`config.mk`:
```
export PLATFORM = sky130hd
export DESIGN_NAME = rv32_ex_muldiv
export DESIGN_NICKNAME = d
export VERILOG_FILES = /design/src/rtl/rv32_ex_muldiv.sv
export SDC_FILE = /design/constraint.sdc
export NUM_CORES = 1
export LEC_CHECK = 0
export BUFFER_PORTS_ARGS = -buffer_cell sky130_fd_sc_hd__buf_2
export CORE_UTILIZATION = 40
export CTS_CLUSTER_DIAMETER = 80
export DETAILED_ROUTE_END_ITERATION = 7
export PLACE_DENSITY_LB_ADDON = 0.12
export REMOVE_ABC_BUFFERS = 1
export SETUP_SLACK_MARGIN = 0.15
export SYNTH_ARGS = -nofsm -noshare
export SYNTH_HDL_FRONTEND = slang
export SYNTH_SLANG_ARGS = --single-unit
export TNS_END_PERCENT = 5
```
`constraint.sdc`:
```
create_clock -name clk -period 11.7 [get_ports clk]
set_input_delay 1.17 -clock clk [delete_from_list [all_inputs] [get_ports clk]]
set_output_delay 1.17 -clock clk [all_outputs]
set_load 0.01 [all_outputs]
```
`src/rtl/rv32_ex_muldiv.sv`:
```
// Iterative RV32M multiply/divide unit for the EX stage.
// Shift-add multiply or restoring divide, one bit per cycle; stalls ID/EX through busy.
`timescale 1ns/1ps
module rv32_ex_muldiv (
    input  logic        clk,
    input  logic        rst,
    input  logic        flush,
    input  logic        m_valid,
    input  logic [2:0]  funct3,
    input  logic [31:0] rs1_data,
    input  logic [31:0] rs2_data,
    input  logic [4:0]  rd_in,
    output logic        busy,
    output logic        result_valid,
    output logic [31:0] result,
    output logic [4:0]  rd_out
);
    localparam int unsigned XLEN = 32;
    localparam int unsigned CW   = 5;

    localparam logic [1:0] S_IDLE = 2'd0;
    localparam logic [1:0] S_RUN  = 2'd1;
    localparam logic [1:0] S_DONE = 2'd2;

    logic [1:0]        state_q, state_d;
    logic [CW-1:0]     cnt_q, cnt_d;
    logic [2:0]        f3_q, f3_d;
    logic [4:0]        rd_q, rd_d;
    logic [XLEN-1:0]   opb_q, opb_d;
    logic [2*XLEN-1:0] acc_q, acc_d;
    logic              neg_q, neg_d;
    logic              rem_neg_q, rem_neg_d;
    logic [XLEN-1:0]   result_q, result_d;
    logic [4:0]        rd_out_q, rd_out_d;
    logic              valid_q, valid_d;

    // Operand decode for the instruction waiting in ID/EX
    logic            is_div, sgn1, sgn2, neg1, neg2, div_zero, div_ovf;
    logic [XLEN-1:0] mag1, mag2;

    always_comb begin
        is_div   = funct3[2];
        sgn1     = (funct3 == 3'b001) | (funct3 == 3'b010) | (funct3 == 3'b100) | (funct3 == 3'b110);
        sgn2     = (funct3 == 3'b001) | (funct3 == 3'b100) | (funct3 == 3'b110);
        neg1     = sgn1 & rs1_data[XLEN-1];
        neg2     = sgn2 & rs2_data[XLEN-1];
        mag1     = neg1 ? (~rs1_data + 32'd1) : rs1_data;
        mag2     = neg2 ? (~rs2_data + 32'd1) : rs2_data;
        div_zero = is_div & (rs2_data == 32'd0);
        div_ovf  = is_div & ~funct3[0] & (rs1_data == 32'h8000_0000) & (rs2_data == 32'hFFFF_FFFF);
    end

    // One iteration of each algorithm plus the final sign fix-up
    logic [XLEN:0]     mul_sum, div_shift, div_diff;
    logic              div_ge;
    logic [2*XLEN-1:0] mul_step, div_step, prod_fix;
    logic [XLEN-1:0]   quo_fix, rem_fix, res_fix;

    always_comb begin
        mul_sum   = {1'b0, acc_q[63:32]} + (acc_q[0] ? {1'b0, opb_q} : 33'd0);
        mul_step  = {mul_sum, acc_q[31:1]};
        div_shift = {acc_q[63:32], acc_q[31]};
        div_diff  = div_shift - {1'b0, opb_q};
        div_ge    = ~div_diff[XLEN];
        div_step  = {(div_ge ? div_diff[31:0] : div_shift[31:0]), acc_q[30:0], div_ge};
        prod_fix  = neg_q ? (~mul_step + 64'd1) : mul_step;
        quo_fix   = neg_q ? (~div_step[31:0] + 32'd1) : div_step[31:0];
        rem_fix   = rem_neg_q ? (~div_step[63:32] + 32'd1) : div_step[63:32];
        if (f3_q[2])
            res_fix = f3_q[1] ? rem_fix : quo_fix;
        else
            res_fix = (f3_q[1:0] == 2'b00) ? prod_fix[31:0] : prod_fix[63:32];
    end

    // Next-state and datapath control
    always_comb begin
        state_d   = state_q;
        cnt_d     = cnt_q;
        f3_d      = f3_q;
        rd_d      = rd_q;
        opb_d     = opb_q;
        acc_d     = acc_q;
        neg_d     = neg_q;
        rem_neg_d = rem_neg_q;
        result_d  = result_q;
        rd_out_d  = rd_out_q;
        valid_d   = 1'b0;
        case (state_q)
            S_IDLE: begin
                if (m_valid) begin
                    f3_d      = funct3;
                    rd_d      = rd_in;
                    cnt_d     = '0;
                    neg_d     = neg1 ^ neg2;
                    rem_neg_d = neg1;
                    if (div_zero | div_ovf) begin
                        state_d  = S_DONE;
                        valid_d  = 1'b1;
                        rd_out_d = rd_in;
                        if (div_zero)
                            result_d = funct3[1] ? rs1_data : 32'hFFFF_FFFF;
                        else
                            result_d = funct3[1] ? 32'd0 : 32'h8000_0000;
                    end else begin
                        state_d = S_RUN;
                        opb_d   = is_div ? mag2 : mag1;
                        acc_d   = {32'd0, (is_div ? mag1 : mag2)};
                    end
                end
            end
            S_RUN: begin
                acc_d = f3_q[2] ? div_step : mul_step;
                cnt_d = cnt_q + CW'(1);
                if (cnt_q == CW'(XLEN - 1)) begin
                    state_d  = S_DONE;
                    valid_d  = 1'b1;
                    result_d = res_fix;
                    rd_out_d = rd_q;
                end
            end
            S_DONE:  state_d = S_IDLE;
            default: state_d = S_IDLE;
        endcase
        // A flush abandons the operation and leaves the last result untouched
        if (flush) begin
            state_d  = S_IDLE;
            valid_d  = 1'b0;
            result_d = result_q;
            rd_out_d = rd_out_q;
        end
    end

    always_ff @(posedge clk) begin
        if (rst) begin
            state_q   <= S_IDLE;
            cnt_q     <= '0;
            f3_q      <= '0;
            rd_q      <= '0;
            opb_q     <= '0;
            acc_q     <= '0;
            neg_q     <= 1'b0;
            rem_neg_q <= 1'b0;
            result_q  <= '0;
            rd_out_q  <= '0;
            valid_q   <= 1'b0;
        end else begin
            state_q   <= state_d;
            cnt_q     <= cnt_d;
            f3_q      <= f3_d;
            rd_q      <= rd_d;
            opb_q     <= opb_d;
            acc_q     <= acc_d;
            neg_q     <= neg_d;
            rem_neg_q <= rem_neg_d;
            result_q  <= result_d;
            rd_out_q  <= rd_out_d;
            valid_q   <= valid_d;
        end
    end

    assign busy         = m_valid & ~flush & ~rst & (state_q != S_DONE);
    assign result_valid = valid_q;
    assign result       = result_q;
    assign rd_out       = rd_out_q;

endmodule

```
==> results of run 1 <==
cells by family (layout without fill, tap and decap cells):
family                   after synthesis  after routing
AO/OA/AOI/OAI                        815            815
flip-flops                           151            151
XOR/XNOR                             205            205
buffers and inverters                256            239
multiplexers                          87             87
adder cells (fa/ha/maj)               74             74
AND/OR/NAND/NOR                      853            853
routing by layer:
| layer | part of all wire (%) | global-route usage [%] |
|---|---|---|
| met5 | 0 | 0 |
| met4 | 3.1 | 11.6 |
| met3 | 7.1 | 3.98 |
| met2 | 43 | 48.6 |
| met1 | 47 | 45.9 |
stage by stage:
| step | setup WS [ns] | area (um^2) | hold WS (ns) | instances | power [mW] |
|---|---|---|---|---|---|
| after floorplan | 5.33 | 16300 | 0.431 | 2249 | 0.992 |
| after global placement | 5.29 | 17800 | 0.445 | 2931 | 1.20 |
| after detailed placement | 5.22 | 17800 | 0.447 | 2931 | 1.21 |
| after CTS | 5.34 | 18400 | 0.457 | 2963 | 1.80 |
| after global routing | 4.76 | 18400 | 0.478 | 2963 | 1.90 |
| final | 5.14 | 18400 | 0.456 | 2963 | 1.82 |
registers in the layout, indices dropped and copies added (netlist names):
name	flops
result_valid	1
rd_q	5
result	32
f3_q	3
neg_q	1
acc_q	64
opb_q	32
rd_out	5
rem_neg_q	1
cnt_q	5
state_q	2
area by class of cell:
cell class	instances	share of cell area [%]
clock buffer	20	2.59
clock inverter	12	0.767
inverter	64	1.30
multi-input combinational	2034	70.9
sequential	151	16.4
tap	539	3.66
timing repair buffer	143	4.29
cells in the mapped netlist, drive strengths merged (12+ instances only):
library cell,number
nor2,339
nand2,201
a21oi,187
o21ai,167
clkbuf,162
a211oi,151
dfxtp,151
xnor2,112
xor2,93
mux2i,80
ha,72
nor3,68
inv,61
a31oi,42
or3,39
o211ai,35
nand4,34
nand3,32
o31ai,31
buf,30
nor4,26
a21o,25
a311oi,22
a22oi,21
and2,17
nand2b,17
nor2b,15
o21a,15
and3,12
power breakdown:
part	switching (mW)	total, mW	internal [mW]
logic	0.418	0.631	0.213
clock network	0.257	0.597	0.340
registers	0.0501	0.588	0.537
critical path: stages, from the launching register on:
cell and delay [ns]:
sky130_fd_sc_hd__dfxtp_1 0.40, sky130_fd_sc_hd__inv_1 0.14, sky130_fd_sc_hd__ha_1 0.20, sky130_fd_sc_hd__inv_1 0.07, sky130_fd_sc_hd__fa_1 0.42, sky130_fd_sc_hd__a211oi_1 0.55, sky130_fd_sc_hd__o211a_1 0.35, sky130_fd_sc_hd__o2111ai_1 0.22
sky130_fd_sc_hd__nand3_1 0.13, sky130_fd_sc_hd__o211a_2 0.17, sky130_fd_sc_hd__buf_4 0.53, sky130_fd_sc_hd__inv_1 0.31, sky130_fd_sc_hd__a21oi_1 0.28, sky130_fd_sc_hd__ha_1 0.30, sky130_fd_sc_hd__nand2_1 0.07, sky130_fd_sc_hd__nor3_1 0.35
sky130_fd_sc_hd__nand4_1 0.23, sky130_fd_sc_hd__o31a_1 0.34, sky130_fd_sc_hd__nor3_1 0.42, sky130_fd_sc_hd__a41oi_1 0.21, sky130_fd_sc_hd__xnor2_1 0.35, sky130_fd_sc_hd__a211oi_1 0.12, sky130_fd_sc_hd__a311oi_1 0.26
final timing paths:
path         cells after the start       from         end
min reg2reg                      2    rd_q[2]     rd_q[2]
max                             22  acc_q[31]  result[28]
max reg2reg                     22  acc_q[31]  result[28]
min                              2    rd_q[2]     rd_q[2]
==> metrics.txt, run 1 <==
run status finished clean; Compound-Gate Fraction of Synth Area 31.6%; actual transition at the worst max-transition pin 1.28 ns; CTS tree yes; post-layout net count 2561; Leakage 6.99 nW; die span in x 208 um; Post-Syn Instances 2441; DIE AREA 0.0434 mm^2; clk root buf sky130_fd_sc_hd__clkbuf_16; initial standard-cell utilization of the core 40.6%; area leader, netlist sky130_fd_sc_hd__dfxtp_1; commonest cells after routing, fill and taps aside sky130_fd_sc_hd__nor2_1, sky130_fd_sc_hd__nand2_1, sky130_fd_sc_hd__a21oi_1; category of the most critical setup path reg2reg; relative slew slack 14.3%; Arrival @ worst endpoint 6.94 ns; reg-to-reg slack, setup 5.14 ns; combined area of all synthesized cells 0.0170 mm^2; via count of the first global-routing pass 17.3k; vias per inst 6.42; number of enable flip-flop cells after synthesis 0; Worst Skew 0.0105 ns; sequential element share of the synthesized area 17.7%; most common cell after layout, fill and taps aside sky130_fd_sc_hd__nor2_1; global-route usage over all layers 32.0%; Critical Path Sink Type flop; detailed placement HPWL 53900 um; RSZ-0062 raised after global routing no; H-tree levels 4; maxcap violations 0; post-synthesis register bit count 151; Critical Path RT 12.08 ns; Final Critical Period 6.56 ns; Resize count post-CTS 0; Initial DRT Pass Iterations 5; area fraction of the dominant cell type after synthesis 17.7%; post-synthesis async set-or-reset flop share 0%; number of antenna violations at the first check in global routing 0; layout overhead on the synthesized area 8.12%; type of the worst min-delay path reg2reg; final setup violating endpoints 0; Sequential cell area 0.00303 mm^2; Filler Cell Count 4359; mean cell area of the mapped netlist 6.98 um^2; adder-cell share of the synthesized area 5.52%; utilization after layout 43.9%; antenna fix cells 0; largest family of logic cells by synthesized area compound AO/OA/AOI/OAI gates; maximum fanout encountered on the critical timing path 44; number of I/O port buffers 114; CTS Buffer Depth 2; Routed wire per std cell 24.0 um; Yosys warning total 0; largest net degree at the start of global routing 82; first-iteration detailed-routing DRC count 2069; multiplexer share of the synthesized area 5.29%; total grt overflow 0; VDD IR-drop max 0.0000961 V; multi-input gate area in the final layout 0.0131 mm^2; total clock buffers created by CTS 17; power density of the placed cells 98.6 mW/mm^2; TritonCTS Sinks 151; upper clock frequency limit 152 MHz; Post-Synth Simple-Gate Area 23.5%; via count 19.0k; clock-pin slew reported for the worst setup and hold paths after clock tree synthesis 0.07 ns; Top FF cell, synth sky130_fd_sc_hd__dfxtp_1; I/O pin cnt 115; startpoint class of the critical path flop; Pins Over Slew Limit 0; total wirelength of the detailed-routed design 71200 um; number of core rows 75; post-CTS setup-driven buffer insertion count 0; proportion of layout cells with a drive suffix above 1 9.16%; cell types occupying the most area after synthesis sky130_fd_sc_hd__dfxtp_1, sky130_fd_sc_hd__nor2_1, sky130_fd_sc_hd__a211oi_1; final sum of negative setup slack 0 ns; area inside the core boundary 0.0419 mm^2; period utilisation layout 56.1%; global-route wire length before repair 107000 um; count of unique library cells instantiated by Yosys 90; clock insertion delay at the later pin of the skew report 0.47 ns; number of hold violations in the final report 0; synthesized-area fraction occupied by xor and xnor cells 10.5%; post-route ant nets 0; vertical die dimension 208 um; last weighted congestion value of the routability-driven placer 0.927; Post-route DRC 0; cts-stage hold buffer count 0
Note: power is estimated with default switching activity, not from simulation.
==> run 2, diff against run 1 <==
Clock period 11.7 ns to 6.08 ns, I/O delays scaled along.
==> metrics.txt, run 2 (synthesis results as in run 1) <==
non-filler cells in the finished layout 2971 (+0.27%); VDD IR-drop max 0.000210 V (+120%); global-route usage over all layers 32.4% (+0.43 points); commonest cells after routing, fill and taps aside sky130_fd_sc_hd__nor2_1, sky130_fd_sc_hd__nand2_1, sky130_fd_sc_hd__a21oi_1; vertical die dimension 208 um (unchanged); number of antenna violations at the first check in global routing 1 (+1); Arrival @ worst endpoint 6.31 ns (-0.63 ns); critical path's slowest cell sky130_fd_sc_hd__nor4b_1; first-iteration detailed-routing DRC count 1961 (-5.2%); maximum fanout encountered on the critical timing path 11 (-75%); layout overhead on the synthesized area 8.52%; power density of the placed cells 189 mW/mm^2 (+92%); actual transition at the worst max-transition pin 1.00 ns (-0.280 ns); post-route ant nets 0 (unchanged); CTS Buffer Depth 2 (unchanged); final setup violating endpoints 0 (unchanged); die span in x 208 um (unchanged); number of core rows 75 (unchanged); number of buffers and inverters on the critical path 1 (-3); largest net degree at the start of global routing 82 (unchanged); cts-stage hold buffer count 0 (unchanged); Top reg by flops acc_q; vias per inst 6.40 (-0.28%); area inside the core boundary 0.0419 mm^2 (unchanged); DIE AREA 0.0434 mm^2 (unchanged); placed cell areas 0.0179 mm^2 (+0.41%); Post-Place Cells 2939 (+0.27%); global-route wire length before repair 108000 um (+0.80%); CTS tree yes; worst hold path cell count 3 (+1); Post-route DRC 0 (unchanged); initial standard-cell utilization of the core 40.6% (unchanged); reg-to-reg slack, setup 0.17 ns (-4.97 ns); Critical Path Sink Type flop; total wirelength of the detailed-routed design 71700 um (+0.75%); maxcap violations 0 (unchanged); H-tree levels 4 (unchanged); final sum of negative setup slack 0 ns (unchanged); WHS Endpoint rd_q[1]; via count of the first global-routing pass 17.5k (+1.0%); Critical Path RT 6.48 ns (-5.60 ns); type of the worst min-delay path in2reg; Worst Skew 0.0152 ns (+0.00463 ns); antenna fix cells 0 (unchanged); last weighted congestion value of the routability-driven placer 0.951 (+2.6%); total grt overflow 0 (unchanged); clk root buf sky130_fd_sc_hd__clkbuf_16; Critical Path Max Stage Delay 0.73 ns (+0.18 ns); Routed wire per std cell 24.1 um (+0.48%); Leakage 7.03 nW (+0.58%); relative slew slack 32.9% (+19 points); period utilisation layout 97.2% (+41 points); most common cell after layout, fill and taps aside sky130_fd_sc_hd__nor2_1; final design instance area without fill 0.0185 mm^2 (+0.37%); proportion of layout cells with a drive suffix above 1 9.50% (+0.34 points); total clock buffers created by CTS 17 (unchanged); Pins Over Slew Limit 0 (unchanged); I/O pin cnt 115 (unchanged); worst-path cell chain clkinv_1 > nor2_1 > ha_1 > o21ai_0 > nor4b_1 > nor2_1 > o41ai_1 > xor2_1 > or3_1 > or3_1 > o41ai_1 > a21oi_1 > or4_1 > a21oi_1; Final Critical Period 5.91 ns (-0.650 ns); Filler Cell Count 4416 (+1.3%); RR Startpoint acc_q[0]; clock-pin slew reported for the worst setup and hold paths after clock tree synthesis 0.07 ns (about the same); startpoint class of the critical path flop; number of I/O port buffers 114 (unchanged); r2r endpoint result[19]; via count 19.0k (-0.011%); depth of the most critical reg-to-reg path 14 (-36%); Initial DRT Pass Iterations 5 (unchanged); detailed placement HPWL 55300 um (+2.6%); number of hold violations in the final report 0 (unchanged); category of the most critical setup path reg2reg; upper clock frequency limit 169 MHz (+11%); run status finished clean; post-layout net count 2569 (+0.31%); clock insertion delay at the later pin of the skew report 0.48 ns (about the same); Hold Startpoint rd_in[1]; max FFs per register 64 (unchanged); dominant delay contributor by cell family on the critical path simple AND/OR/NAND/NOR gates; TritonCTS Sinks 151 (unchanged); Pwr Total 3.50 mW (+93%); RSZ-0062 raised after global routing yes
run 2: changes by cell type in the layout (fill, tap and decap cells not counted), sizes merged:
cell	delta
buf	+8
inv	+2
clkinv	-2
run 2: tightest hold or removal path, delay by kind of cell:
kind | cells | cell delay (ns)
AO/OA/AOI/OAI | 1 | 0.05
buffers and inverters | 1 | 0.10
AND/OR/NAND/NOR | 1 | 0.05
run 2: worst max-delay path by stage:
stage,startpoint,end,slack (ns),cells past startpoint
after floorplan,acc_q[31],result[16],-0.01,21
after global placement,acc_q[0],result[19],0.61,14
after detailed placement,acc_q[0],result[19],0.46,14
after CTS,acc_q[0],result[19],0.42,14
after global routing,acc_q[0],result[19],0.01,14
final,acc_q[0],result[19],0.17,14
run 2: area by class of cell:
class                      count  area [um^2]  share of cell area (%)
inverter                      64          240                    1.30
clock inverter                12          141                   0.765
tap                          539          674                    3.65
clock buffer                  20          467                    2.52
sequential                   151         3030                    16.4
timing repair buffer         151          863                    4.67
multi-input combinational   2034        13100                    70.7
run 2: metrics by stage:
stage / setup slack [ns] / hold slack (ns) / util (%)
final: 0.167 / 0.385 / 44.1
after global routing: 0.0132 / 0.407 / 44.1
after CTS: 0.421 / 0.370 / 44.1
after detailed placement: 0.461 / 0.447 / 42.6
after global placement: 0.608 / 0.443 / 42.6
after floorplan: -0.0119 / 0.431 / -
run 2: layer usage:
layer / GRT usage [%] / wire (um)
met4: 12.9 / 2540
met2: 48.7 / 30500
met3: 4.26 / 5090
met1: 46.4 / 33600
met5: 0 / 0
run 2: timing repair:
action,in CTS,in global routing
setup buffers,0,0
setup endpoints to repair,0,5
gates resized for setup,0,1
run 2: report_power, final:
| part | switching, mW | internal [mW] | total (mW) |
|---|---|---|---|
| Clock | 0.506 | 0.642 | 1.15 |
| Sequential | 0.0939 | 1.03 | 1.13 |
| Combinational | 0.808 | 0.414 | 1.22 |
| Total | 1.41 | 2.09 | 3.50 |
==> run 3, diff against run 2 <==
Settings changed: CTS_BUF_LIST from default to sky130_fd_sc_hd__clkbuf_2 sky130_fd_sc_hd__clkbuf_4 sky130_fd_sc_hd__clkbuf_8, TNS_END_PERCENT 5 to 30.
==> metrics.txt, run 3 (synthesis results as in run 1) <==
proportion of layout cells with a drive suffix above 1 9.50% (unchanged); crit path setup slack, layout 0.136 ns (-0.0312 ns); maximum fanout encountered on the critical timing path 11 (unchanged); vertical die dimension 208 um (unchanged); Critical Path RT 6.56 ns (+0.08 ns); most common cell after layout, fill and taps aside sky130_fd_sc_hd__nor2_1; number of core rows 75 (unchanged); Filler Cell Count 4434 (+0.41%); area inside the core boundary 0.0419 mm^2 (unchanged); CTS Buffer Depth 2 (unchanged); post-route ant nets 0 (unchanged); RSZ-0062 raised after global routing yes; Arrival @ worst endpoint 6.42 ns (+0.11 ns); WHS Endpoint rd_q[1]; r2r endpoint result[19]; upper clock frequency limit 168 MHz (-0.53%); vias per inst 6.38 (-0.23%); VDD IR-drop max 0.000135 V (-36%); reg-to-reg slack, setup 0.14 ns (-0.03 ns); Top reg by flops acc_q; maxcap violations 0 (unchanged); Sequential cell area 0.00303 mm^2 (unchanged); clock insertion delay at the later pin of the skew report 0.55 ns (+0.07 ns); actual transition at the worst max-transition pin 1.00 ns (+0.00383 ns); largest net degree at the start of global routing 82 (unchanged); type of the worst min-delay path in2reg; worst-path cell chain clkinv_1 > nor2_1 > ha_1 > o21ai_0 > nor4b_1 > nor2_1 > o41ai_1 > xor2_1 > or3_1 > or3_1 > o41ai_1 > a21oi_1 > or4_1 > a21oi_1; die span in x 208 um (unchanged); relative slew slack 32.7% (-0.26 points); Final Critical Period 5.94 ns (+0.0312 ns); I/O pin cnt 115 (unchanged); smallest hold slack 0.308 ns (-0.0773 ns); global-route wire length before repair 108000 um (about the same); Routed wire per std cell 24.1 um (about the same); clk root buf sky130_fd_sc_hd__clkbuf_8; post-layout net count 2569 (unchanged); Critical Path Max Stage Delay 0.72 ns (about the same); power density of the placed cells 177 mW/mm^2 (-6.7%); RR Startpoint acc_q[0]; CTS tree yes; final setup violating endpoints 0 (unchanged); final sum of negative setup slack 0 ns (unchanged); category of the most critical setup path reg2reg; via count 19.0k (-0.23%); total clock buffers created by CTS 17 (unchanged); initial standard-cell utilization of the core 40.6% (unchanged); Hold Startpoint rd_in[1]; worst hold path cell count 3 (unchanged); Post-route DRC 0 (unchanged); antenna fix cells 0 (unchanged); Pins Over Slew Limit 0 (unchanged); post-CTS setup-driven buffer insertion count 0 (unchanged); commonest cells after routing, fill and taps aside sky130_fd_sc_hd__nor2_1, sky130_fd_sc_hd__nand2_1, sky130_fd_sc_hd__a21oi_1; run status finished clean; number of antenna violations at the first check in global routing 1 (unchanged); detailed placement HPWL 55300 um (unchanged); layout overhead on the synthesized area 7.39%; pre-CTS setup slack 0.461 ns (unchanged); multi-input gate area in the final layout 0.0131 mm^2 (unchanged); via count of the first global-routing pass 17.5k (-0.15%); TritonCTS Sinks 151 (unchanged); period utilisation layout 97.8% (+0.51 points); number of I/O port buffers 114 (unchanged); max FFs per register 64 (unchanged); clock-pin slew reported for the worst setup and hold paths after clock tree synthesis 0.10 ns (+0.03 ns); Initial DRT Pass Iterations 6 (+1); last weighted congestion value of the routability-driven placer 0.951 (unchanged); total grt overflow 0 (unchanged); first-iteration detailed-routing DRC count 1991 (+1.5%); Worst Skew 0.0213 ns (+0.00618 ns); number of buffers and inverters on the critical path 1 (unchanged); startpoint class of the critical path flop; H-tree levels 4 (unchanged); depth of the most critical reg-to-reg path 14 (unchanged); global-route usage over all layers 32.4% (about the same); Leakage 6.94 nW (-1.2%); Critical Path Sink Type flop; dominant delay contributor by cell family on the critical path simple AND/OR/NAND/NOR gates; DIE AREA 0.0434 mm^2 (unchanged); number of hold violations in the final report 0 (unchanged); critical path's slowest cell sky130_fd_sc_hd__nor4b_1; total wirelength of the detailed-routed design 71700 um (about the same)
## run 3: timing repair
item,in CTS,in global routing
setup endpoints to repair,0,5
hold buffers,0,0
gates resized for setup,0,1
## run 3: stage by stage
step | power (mW) | utilization (%) | cell area (um^2) | instances
finish | 3.23 | 43.6 | 18300 | 2971
floorplan | 1.91 | - | 16300 | 2249
detailed placement | 2.33 | 42.6 | 17900 | 2939
CTS | 3.21 | 43.6 | 18300 | 2971
global route | 3.38 | 43.6 | 18300 | 2971
global placement | 2.33 | 42.6 | 17900 | 2939
## run 3: layer usage
layer / wire, um / vias to the layer above / track usage, %
met2: 30400 / 827 / 48.5
met5: 0 / - / 0
li1: - / 8952 / -
met3: 5370 / 108 / 4.18
met4: 2550 / 0 / 13.2
met1: 33300 / 9078 / 46.5
## run 3: report_power, final
part	switching (mW)	internal, mW
Combinational	0.808	0.414
Clock	0.479	0.402
Sequential	0.0941	1.03
## run 3: worst max path at each step
stage / startpoint / endpoint / slack (ns) / cells past startpoint
2_1_floorplan: acc_q[31] / result[16] / -0.01 / 21
3_3_place_gp: acc_q[0] / result[19] / 0.61 / 14
3_5_place_dp: acc_q[0] / result[19] / 0.46 / 14
4_1_cts: acc_q[0] / result[19] / 0.42 / 14
5_1_grt: acc_q[0] / result[19] / 0.01 / 14
6_report: acc_q[0] / result[19] / 0.14 / 14
## run 3: worst register-to-register path, delay by kind of cell (launching register included)
kind	cells	cell delay, ns
simple gates	6	2.81
compound gates	5	1.62
flops	1	0.44
buf+inv	1	0.43
fa+ha+maj	1	0.27
xor+xnor	1	0.32
## run 3: area by class of cell
class,instances,area share [%]
clock buffers,20,1.50
inverters,64,1.31
multi-input cells,2034,71.5
flip-flops and latches,151,16.5
well taps,539,3.69
clock inverters,12,0.773
repair buffers,151,4.72
